`src/rtl/aes_pkg.sv`:
```
// Shared AES primitives for the key-schedule blocks: S-box, xtime, word type,
// FSM and word-phase encodings.
package aes_pkg;

  typedef logic [31:0] word_t;

  localparam logic [7:0] RCON_INIT = 8'h01;

  typedef enum logic [1:0] {
    IDLE   = 2'd0,
    EXPAND = 2'd1,
    DRAIN  = 2'd2
  } state_e;

  // How the next schedule word is derived from the window.
  typedef enum logic [1:0] {
    PH_KEY = 2'd0,
    PH_ROT = 2'd1,
    PH_SUB = 2'd2,
    PH_XOR = 2'd3
  } phase_e;

  // Forward S-box, entry 0x00 in the most significant byte.
  localparam logic [2047:0] SBOX_TBL = {
    128'h637c777bf26b6fc53001672bfed7ab76,
    128'hca82c97dfa5947f0add4a2af9ca472c0,
    128'hb7fd9326363ff7cc34a5e5f171d83115,
    128'h04c723c31896059a071280e2eb27b275,
    128'h09832c1a1b6e5aa0523bd6b329e32f84,
    128'h53d100ed20fcb15b6acbbe394a4c58cf,
    128'hd0efaafb434d338545f9027f503c9fa8,
    128'h51a3408f929d38f5bcb6da2110fff3d2,
    128'hcd0c13ec5f974417c4a77e3d645d1973,
    128'h60814fdc222a908846eeb814de5e0bdb,
    128'he0323a0a4906245cc2d3ac629195e479,
    128'he7c8376d8dd54ea96c56f4ea657aae08,
    128'hba78252e1ca6b4c6e8dd741f4bbd8b8a,
    128'h703eb5664803f60e613557b986c11d9e,
    128'he1f8981169d98e949b1e87e9ce5528df,
    128'h8ca1890dbfe6426841992d0fb054bb16
  };

  function automatic logic [7:0] sbox(input logic [7:0] a);
    logic [10:0] base;
    base = {~a, 3'b000};
    return SBOX_TBL[base +: 8];
  endfunction

  function automatic logic [7:0] xtime(input logic [7:0] b);
    return {b[6:0], 1'b0} ^ (b[7] ? 8'h1b : 8'h00);
  endfunction

endpackage

```
`src/rtl/key_sched_word.sv`:
```
// Combinational next-word function of the AES key expansion:
// w[i] = w[i-NK] ^ temp, temp selected by the word phase.
module key_sched_word
  import aes_pkg::*;
(
  input  logic [31:0] w_prev,
  input  logic [31:0] w_nk,
  input  logic [7:0]  rcon,
  input  logic [1:0]  phase,
  output logic [31:0] w_new
);

  phase_e ph;
  word_t  sub_in;
  word_t  sub_out;
  word_t  temp;

  always_comb begin
    ph      = phase_e'(phase);
    sub_in  = (ph == PH_ROT) ? {w_prev[23:0], w_prev[31:24]} : w_prev;
    sub_out = {sbox(sub_in[31:24]), sbox(sub_in[23:16]),
               sbox(sub_in[15:8]),  sbox(sub_in[7:0])};
    // PH_KEY passes w_nk through untouched so key words flow out of the window.
    case (ph)
      PH_KEY:  temp = '0;
      PH_ROT:  temp = sub_out ^ {rcon, 24'h000000};
      PH_SUB:  temp = sub_out;
      default: temp = w_prev;
    endcase
    w_new = w_nk ^ temp;
  end

endmodule

```
`src/rtl/key_schedule_seq.sv`:
```
// Sequential AES-128/192/256 key expansion: one schedule word per clock,
// round keys streamed over a valid/ready interface with backpressure.
module key_schedule_seq
  import aes_pkg::*;
#(
  parameter int KEY_LEN = 128
)
(
  input  logic               clk,
  input  logic               rst,
  input  logic               start,
  input  logic [KEY_LEN-1:0] key,
  input  logic               abort,
  output logic               ready,
  output logic               rk_valid,
  input  logic               rk_ready,
  output logic [127:0]       rk_data,
  output logic [3:0]         rk_idx,
  output logic               done
);

  localparam int NK        = KEY_LEN / 32;
  localparam int NR        = NK + 6;
  localparam int LAST_WORD = 4 * (NR + 1) - 1;

  if (KEY_LEN != 128 && KEY_LEN != 192 && KEY_LEN != 256) begin : g_bad_key_len
    $error("key_schedule_seq: KEY_LEN must be 128, 192 or 256");
  end

  state_e       state_q, state_d;
  word_t        win_q [NK];
  word_t        win_d [NK];
  logic [5:0]   i_q, i_d;
  logic [2:0]   m_q, m_d;
  logic [7:0]   rcon_q, rcon_d;
  logic [95:0]  asm_q, asm_d;
  logic         rk_valid_q, rk_valid_d;
  logic [127:0] rk_data_q, rk_data_d;
  logic [3:0]   rk_idx_q, rk_idx_d;

  phase_e phase;
  word_t  w_new;
  logic   advance;
  logic   hs;

  // Window holds w[i-NK] at index 0 and w[i-1] at index NK-1.
  key_sched_word u_word (
    .w_prev (win_q[NK-1]),
    .w_nk   (win_q[0]),
    .rcon   (rcon_q),
    .phase  (phase),
    .w_new  (w_new)
  );

  always_comb begin
    if (i_q < 6'(NK))                 phase = PH_KEY;
    else if (m_q == 3'd0)             phase = PH_ROT;
    else if (NK == 8 && m_q == 3'd4)  phase = PH_SUB;
    else                              phase = PH_XOR;
  end

  always_comb begin
    state_d    = state_q;
    for (int k = 0; k < NK; k++) win_d[k] = win_q[k];
    i_d        = i_q;
    m_d        = m_q;
    rcon_d     = rcon_q;
    asm_d      = asm_q;
    rk_valid_d = rk_valid_q;
    rk_data_d  = rk_data_q;
    rk_idx_d   = rk_idx_q;
    done       = 1'b0;

    hs      = rk_valid_q && rk_ready;
    advance = (state_q == EXPAND) && (!rk_valid_q || rk_ready);

    case (state_q)
      IDLE: begin
        if (start) begin
          state_d = EXPAND;
          for (int k = 0; k < NK; k++) win_d[k] = key[KEY_LEN-1-32*k -: 32];
          i_d    = '0;
          m_d    = '0;
          rcon_d = RCON_INIT;
        end
      end
      EXPAND: begin
        if (hs) rk_valid_d = 1'b0;
        if (advance) begin
          // During the key phase the window rotates, so after NK words it
          // again holds w[0..NK-1] ready for the first derived word.
          for (int k = 0; k < NK - 1; k++) win_d[k] = win_q[k+1];
          win_d[NK-1] = w_new;
          i_d = i_q + 6'd1;
          m_d = (m_q == 3'(NK - 1)) ? 3'd0 : m_q + 3'd1;
          if (phase == PH_ROT) rcon_d = xtime(rcon_q);
          case (i_q[1:0])
            2'd0: asm_d[95:64] = w_new;
            2'd1: asm_d[63:32] = w_new;
            2'd2: asm_d[31:0]  = w_new;
            default: begin
              rk_data_d  = {asm_q, w_new};
              rk_idx_d   = i_q[5:2];
              rk_valid_d = 1'b1;
            end
          endcase
          if (i_q == 6'(LAST_WORD)) state_d = DRAIN;
        end
      end
      DRAIN: begin
        if (hs) begin
          rk_valid_d = 1'b0;
          state_d    = IDLE;
          done       = 1'b1;
        end
      end
      default: state_d = IDLE;
    endcase

    if (abort && state_q != IDLE) begin
      state_d    = IDLE;
      rk_valid_d = 1'b0;
      done       = 1'b0;
    end
  end

  always_ff @(posedge clk or posedge rst) begin
    if (rst) begin
      state_q    <= IDLE;
      for (int k = 0; k < NK; k++) win_q[k] <= '0;
      i_q        <= '0;
      m_q        <= '0;
      rcon_q     <= RCON_INIT;
      asm_q      <= '0;
      rk_valid_q <= 1'b0;
      rk_data_q  <= '0;
      rk_idx_q   <= '0;
    end else begin
      state_q    <= state_d;
      for (int k = 0; k < NK; k++) win_q[k] <= win_d[k];
      i_q        <= i_d;
      m_q        <= m_d;
      rcon_q     <= rcon_d;
      asm_q      <= asm_d;
      rk_valid_q <= rk_valid_d;
      rk_data_q  <= rk_data_d;
      rk_idx_q   <= rk_idx_d;
    end
  end

  assign ready    = (state_q == IDLE);
  assign rk_valid = rk_valid_q;
  assign rk_data  = rk_data_q;
  assign rk_idx   = rk_idx_q;

endmodule

```
`config.mk`:
```
export PLATFORM = sky130hd
export DESIGN_NAME = key_schedule_seq
export DESIGN_NICKNAME = d
export VERILOG_FILES = /design/src/rtl/aes_pkg.sv /design/src/rtl/key_sched_word.sv /design/src/rtl/key_schedule_seq.sv
export SDC_FILE = /design/constraint.sdc
export NUM_CORES = 2
export LEC_CHECK = 0
export BUFFER_PORTS_ARGS = -buffer_cell sky130_fd_sc_hd__buf_2
export CAP_MARGIN = 30
export CORE_AREA = 2 2 424 258
export DETAILED_ROUTE_END_ITERATION = 12
export DIE_AREA = 0 0 426 260
export MAX_ROUTING_LAYER = met4
export PLACE_DENSITY = 0.43
export SYNTH_ARGS = -nofsm -noshare
export SYNTH_HDL_FRONTEND = slang
export SYNTH_SLANG_ARGS = --single-unit
```
`constraint.sdc`:
```
create_clock -name clk -period 18.4 [get_ports clk]
set_input_delay 1.84 -clock clk [delete_from_list [all_inputs] [get_ports clk]]
set_output_delay 1.84 -clock clk [all_outputs]
set_load 0.01 [all_outputs]
```
# After elaboration in Yosys (flattened, before gate mapping)
# Index checks and enable logic that the tools add are counted.
dict set report word_totals {
  word_cells 97
  in_bits 133
  out_inout_bits 135
  regBits 376
}
dict set report classes {
  order_cmp 1
  n_mux 33
  add_sub_neg 2
  bitwise 8
  shift 4
  n_eq_ne 15
  n_reduce_logical 20
}
# cell count
set ops {}
lappend ops {{indexed part select 2048 x 12 -> 8 bit (first input constant)} 4}
lappend ops {{two-way mux 128 bit} 2}
lappend ops {{case mux 128 bit (2 select lines)} 1}
lappend ops {{case mux 32 bit (3 select lines)} 1}
lappend ops {{XOR 32 bit} 2}
lappend ops {{two-way mux 32 bit} 1}
lappend ops {{NOT 8 bit} 4}
lappend ops {{two-way mux 8 bit} 3}
lappend ops {{case mux 8 bit (2 select lines)} 1}
lappend ops {{AND reduction 3 bit} 5}
lappend ops {{two-way mux 2 bit} 7}
lappend ops {{two-way mux 6 bit} 2}
lappend ops {{case mux 6 bit (2 select lines)} 1}
lappend ops {{two-way mux 3 bit} 3}
lappend ops {{AND reduction 4 bit} 2}
lappend ops {{XOR 8 x 5 -> 8 bit} 1}
lappend ops {{two-way mux 1 bit} 7}
lappend ops {{adder 6 x 1 -> 6 bit (second input constant)} 1}
lappend ops {{== test 2 x 1 -> 1 bit (second input constant)} 3}
lappend ops {{== test 2 bit (second input constant)} 3}
lappend ops {{== test 6 bit (second input constant)} 1}
lappend ops {{logical NOT 2 bit} 3}
lappend ops {{< comparator 6 x 3 -> 1 bit (second input constant)} 1}
lappend ops {{inequality test 3 x 2 -> 1 bit (second input constant)} 2}
lappend ops {{other kinds (18)} 22}

# Depth between registers and ports, before layout
dict set report depth {
  word_depth 12
  depth_mapped 27
  mapped_depth_nobuf 18
}

# Hierarchy
# Synthesis repeated with hierarchy kept, for this count alone.
dict set report hier_totals {
  hier_cells 3666
  area_unflattened_um2 32113.3
}
# module seq_area_each_um2 instances area_per_inst_um2 cells_per_inst
set by_module_without_submodules {}
lappend by_module_without_submodules {key_sched_word 0.0 1 16191.8 2531}
lappend by_module_without_submodules {key_schedule_seq 9410.3 1 15921.5 1135}

# Worst setup path before layout
# No wires, ideal clock.
dict set report synth_path {
  path_type {reg-to-reg}
  start {reg i_q[2]}
  end {reg asm_q[29]}
  period_less_slack_ns 5.192
  stages_incl_launch_ff 24
  t_required_ns 18.331
  setup_time_ns 0.069
  setup_slack_ns 13.208
  t_arrival_ns 5.124
  path_buffers 8
  path_cell_list {dfrtp_1 > or4_4 > buf_4 > nand2_1 > buf_4 > buf_4 > buf_2 > buf_2 > buf_2 > buf_1 > nor2_1 > a21o_1 > inv_1 > ha_1 > clkbuf_2 > inv_1 > nor3_1 > o31ai_1 > a221oi_1 > a211oi_1 > and4_1 > a311o_1 > or4_1 > nand3_1}
}
dict set report synth_via {
  elab_chain_cells 9
  elab_cells_between_ends 11
  classes_between {order compare (1); eq/ne (2); shift (1); mux (3); bitwise (3); reduce/logical (1)}
}
# element line_no
set synth_lines {}
lappend synth_lines {{start: declaration} key_schedule_seq.sv:33} ;# logic [5:0] i_q, i_d;
lappend synth_lines {{start signal: assignment} key_schedule_seq.sv:141} ;# i_q <= i_d;
lappend synth_lines {{< comparator 6 x 3 -> 1 bit *} key_schedule_seq.sv:56} ;# if (i_q < 6'(NK)) phase = PH_KEY;
lappend synth_lines {{two-way mux 2 bit *} key_schedule_seq.sv:56}
lappend synth_lines {{== test 2 x 1 -> 1 bit} {key_sched_word.sv:20, key_sched_word.sv:24}}
lappend synth_lines {{two-way mux 32 bit} key_sched_word.sv:20} ;# sub_in = (ph == PH_ROT) ? {w_prev[23:0], w_prev[31:24]} : w_prev;
lappend synth_lines {{NOT 8 bit} aes_pkg.sv:45} ;# base = {~a, 3'b000};
lappend synth_lines {{indexed part select 2048 x 12 -> 8 bit} aes_pkg.sv:46} ;# return SBOX_TBL[base +: 8];
lappend synth_lines {{XOR 32 bit} key_sched_word.sv:26} ;# PH_ROT: temp = sub_out ^ {rcon, 24'h000000};
lappend synth_lines {{case mux 32 bit (3 select lines) *} key_sched_word.sv:24} ;# case (ph)
lappend synth_lines {{XOR 32 bit *} key_sched_word.sv:30} ;# w_new = w_nk ^ temp;
lappend synth_lines {{end signal: assignment} key_schedule_seq.sv:144} ;# asm_q <= asm_d;
lappend synth_lines {{end: declaration} key_schedule_seq.sv:36} ;# logic [95:0] asm_q, asm_d;
# Every way passes the cells marked *; elsewhere a longest branch is shown, timed or not.
# A chain may end at the register's enable or synchronous reset.

# Worst setup path after layout
dict set report layout_path {
  start {reg i_q[2]}
  end {reg asm_q[61]}
}
# The elaborated chain is that of the path after synthesis.

==> results.md <==
* CP cell instances: or4_4, buf_4, nand2_4, buf_4, nor2_1, a21o_1, inv_1, ha_1, inv_1, nor3_1, a21oi_1, o221ai_1, a211oi_1, and4_1, a311o_1, or4_1, nand3_1
* Pre-antenna DRT Iters at 7
* Insertion delay of the later-clocked pin in the worst-skew pair at 590 ps
* Instance area after placement at 34,700 um^2
* Number of enable-type register cells in the synthesized netlist at 0
* Total number of yosys warnings at 0
* Total CTS buffers at 30
* Net count of the mapped netlist at 4,208
* CP max stage delay at 850 ps
* Largest fanout on the critical path at 53
* Vertical die dimension at 260 um
* Post-route standard cell area excluding fillers at 35,800 um^2
* Detailed router's first-iteration violation count at 6,692
* Top cell family by delay on the critical path: simple AND/OR/NAND/NOR gates
* Hold Crit Class: register to register
* Required arrival time at the worst endpoint at 18,920 ps
* Fraction of final layout cells sized beyond drive strength 1 at 20.4%
* Max-cap violation count at 0
* Wirelength per Cell at 33.8 um
* Count of cell types in the netlist at 103
* Grt ovf at 0
* Antenna violations before repair at 13
* Via count at 37.1k
* Remaining design rule violation count at 0
* CTS tree: done
* Worst hold margin at 476 ps
* Max Transition Viols Final at 0
* Layout overhead on the synthesized area at 12.9%
* Num Clock Sinks at 376
* Resized Gates After CTS at 0
* Global placement routability congestion at 1.04
* Standard cell core area at 107,000 um^2
* Post-CTS setup buffer count at 0
* Final routed wirelength across all metal layers at 188,000 um
* Maximum level of the CTS H-tree at 1
* Total number of nets in the final design at 4,279
* Pin count of the biggest net entering global routing at 109
* Worst Path Buf+Inv at 4
* Synth Flop Type: sky130_fd_sc_hd__dfrtp_1
* Fraction of synthesis flops using an asynchronous set or reset pin at 100%
* Sequential-to-total area share from yosys stat at 29.6%
* Footprint of the multi-input gates at 20,400 um^2
* Full die area at 111,000 um^2
* WP data arrival at 7800 ps
* Minimum clock period at 7280 ps
* Most frequent standard cell in the layout excluding fill and tap cells: sky130_fd_sc_hd__nand2_1
* Setup tns final at 0 ps
* Area taken by flip-flops and latches at 9410 um^2
* Total of buffers placed on input and output ports at 267
* Remaining number of nets flagged by the antenna check after routing at 0
* Vias in the first global route at 33.7k
* Final Hold Fails at 0
* Fillers at 11.6k
* Chip Width at 426 um
* Worst-path clk slew at 80 ps
* Relative slew slack at 19.0%
* Maximum count of clock buffers along a single path at 3
* Number of cells produced by synthesis at 4,018
* Post-place setup slack at 11,470 ps
* Total number of placement rows at 93
* Global Route Usage Sum at 33.3%
* Transition time at the pin with the least slew margin at 1200 ps
* Area of the mapped netlist at 31,800 um^2
* Number of storage elements in the synthesis netlist at 376
* RSZ-0062 raised after global routing: false
* Part of the cycle the worst path needs at 39.6%
* I/O pin count at 268
* Setup crit end kind: register
* Avg Inst Size Synth at 7.91 um^2
* Setup Viol. Count Final at 0
* Fmax at 0.137 GHz
* Run status: complete, no violations
* Commonest cells after routing, fill and taps aside: 408 x sky130_fd_sc_hd__nand2_1, 375 x sky130_fd_sc_hd__dfrtp_1, 275 x sky130_fd_sc_hd__buf_2
* Slack of the critical path at 11,120 ps
* Fin Clk Skew at 23.9 ps
* Startpoint Class: register
* Start-to-end type of the worst setup path: register to register
* HPWL after detailed placement at 134,000 um
* Cts-stage hold buffer count at 0
* Cell type of the slowest stage on the worst timing path: sky130_fd_sc_hd__or4_4
* CTS Root Cell: sky130_fd_sc_hd__clkbuf_16
* Initial core utilization at 29.8%
* First-pass GRT wire length at 264,000 um
* Via-per-instance ratio at 6.70
-- worst register-to-register path, stage by stage, from the launching register on --
cell and delay, ps:
sky130_fd_sc_hd__dfrtp_1 480, sky130_fd_sc_hd__or4_4 850, sky130_fd_sc_hd__buf_4 520, sky130_fd_sc_hd__nand2_4 430, sky130_fd_sc_hd__buf_4 580, sky130_fd_sc_hd__nor2_1 100
sky130_fd_sc_hd__a21o_1 250, sky130_fd_sc_hd__inv_1 140, sky130_fd_sc_hd__ha_1 760, sky130_fd_sc_hd__inv_1 470, sky130_fd_sc_hd__nor3_1 820, sky130_fd_sc_hd__a21oi_1 80
sky130_fd_sc_hd__o221ai_1 310, sky130_fd_sc_hd__a211oi_1 140, sky130_fd_sc_hd__and4_1 230, sky130_fd_sc_hd__a311o_1 460, sky130_fd_sc_hd__or4_1 510, sky130_fd_sc_hd__nand3_1 100
-- metrics by stage --
stage	std cells	util, %
floorplan	4018	-
global placement	5458	32.4
detailed placement	5472	32.5
CTS	5528	33.5
global route	5547	33.6
finish	5547	33.6
-- registers in the layout, summed over array words and instances, names as in the netlist --
name / flops
state_q: 2
rk_idx: 4
rk_data: 128
win_q: 128
rcon_q: 8
i_q: 6
m_q: 3
rk_valid: 1
asm_q: 96
-- logic make-up after synthesis --
kind of cell             count (synthesis)  synth area share (%)
multiplexers                           232                  8.22
XOR/XNOR                                41                  1.13
flip-flops                             376                  29.6
AND/OR/NAND/NOR                       1318                  19.6
buffers and inverters                  496                  6.58
adder cells (fa/ha/maj)                 57                  2.25
AO/OA/AOI/OAI                         1498                  32.6
-- Yosys cell counts (38+ instances only) --
library cell,number,area (um^2)
sky130_fd_sc_hd__o311ai_0,45,394
sky130_fd_sc_hd__dfrtp_1,375,9380
sky130_fd_sc_hd__nand3_1,202,1010
sky130_fd_sc_hd__a311oi_1,46,403
sky130_fd_sc_hd__a211oi_1,82,616
sky130_fd_sc_hd__inv_1,62,233
sky130_fd_sc_hd__buf_2,125,626
sky130_fd_sc_hd__mux2_2,211,2380
sky130_fd_sc_hd__a31oi_1,175,1090
sky130_fd_sc_hd__nor3_1,159,796
sky130_fd_sc_hd__o21ai_0,272,1360
sky130_fd_sc_hd__nor2_1,272,1020
sky130_fd_sc_hd__a21oi_1,252,1260
sky130_fd_sc_hd__ha_1,57,713
sky130_fd_sc_hd__and3_1,45,282
sky130_fd_sc_hd__nand2_1,412,1550
sky130_fd_sc_hd__clkbuf_1,256,961
sky130_fd_sc_hd__o211ai_1,127,953
sky130_fd_sc_hd__nand4_1,42,263
sky130_fd_sc_hd__nor4_1,38,238
-- area by class of cell --
class                           instances  area share (%)
Timing Repair Buffer                  462            8.03
Clock inverter                         14           0.433
Inverter                               73           0.785
Multi-Input combinational cell       3146            57.0
Clock buffer                           42            2.42
Tap cell                             1425            4.97
Antenna cell                            9          0.0628
Sequential cell                       376            26.3
-- path summary, 6_finish.rpt --
kind | startpoint | to | slack (ps) | cells past startpoint
min reg2reg | asm_q[31] | asm_q[31] | 480 | 2
max | i_q[2] | asm_q[61] | 11120 | 17
max in group asynchronous | rst | rk_data[124] | 14820 | 5
min in group asynchronous | rst | rk_data[66] | 1360 | 2
max reg2reg | i_q[2] | asm_q[61] | 11120 | 17
min | asm_q[31] | asm_q[31] | 480 | 2
-- per-layer routing --
layer	vias up	GRT usage, %	share of wire, %
met5	-	-	0
met4	0	6.96	3.0
met3	387	12.4	14
met2	2710	42.0	38
met1	18500	49.0	45
li1	15600	-	-
Power is not shown: default switching activity piles up to over one toggle a cycle in this logic, so the estimate is an artifact.
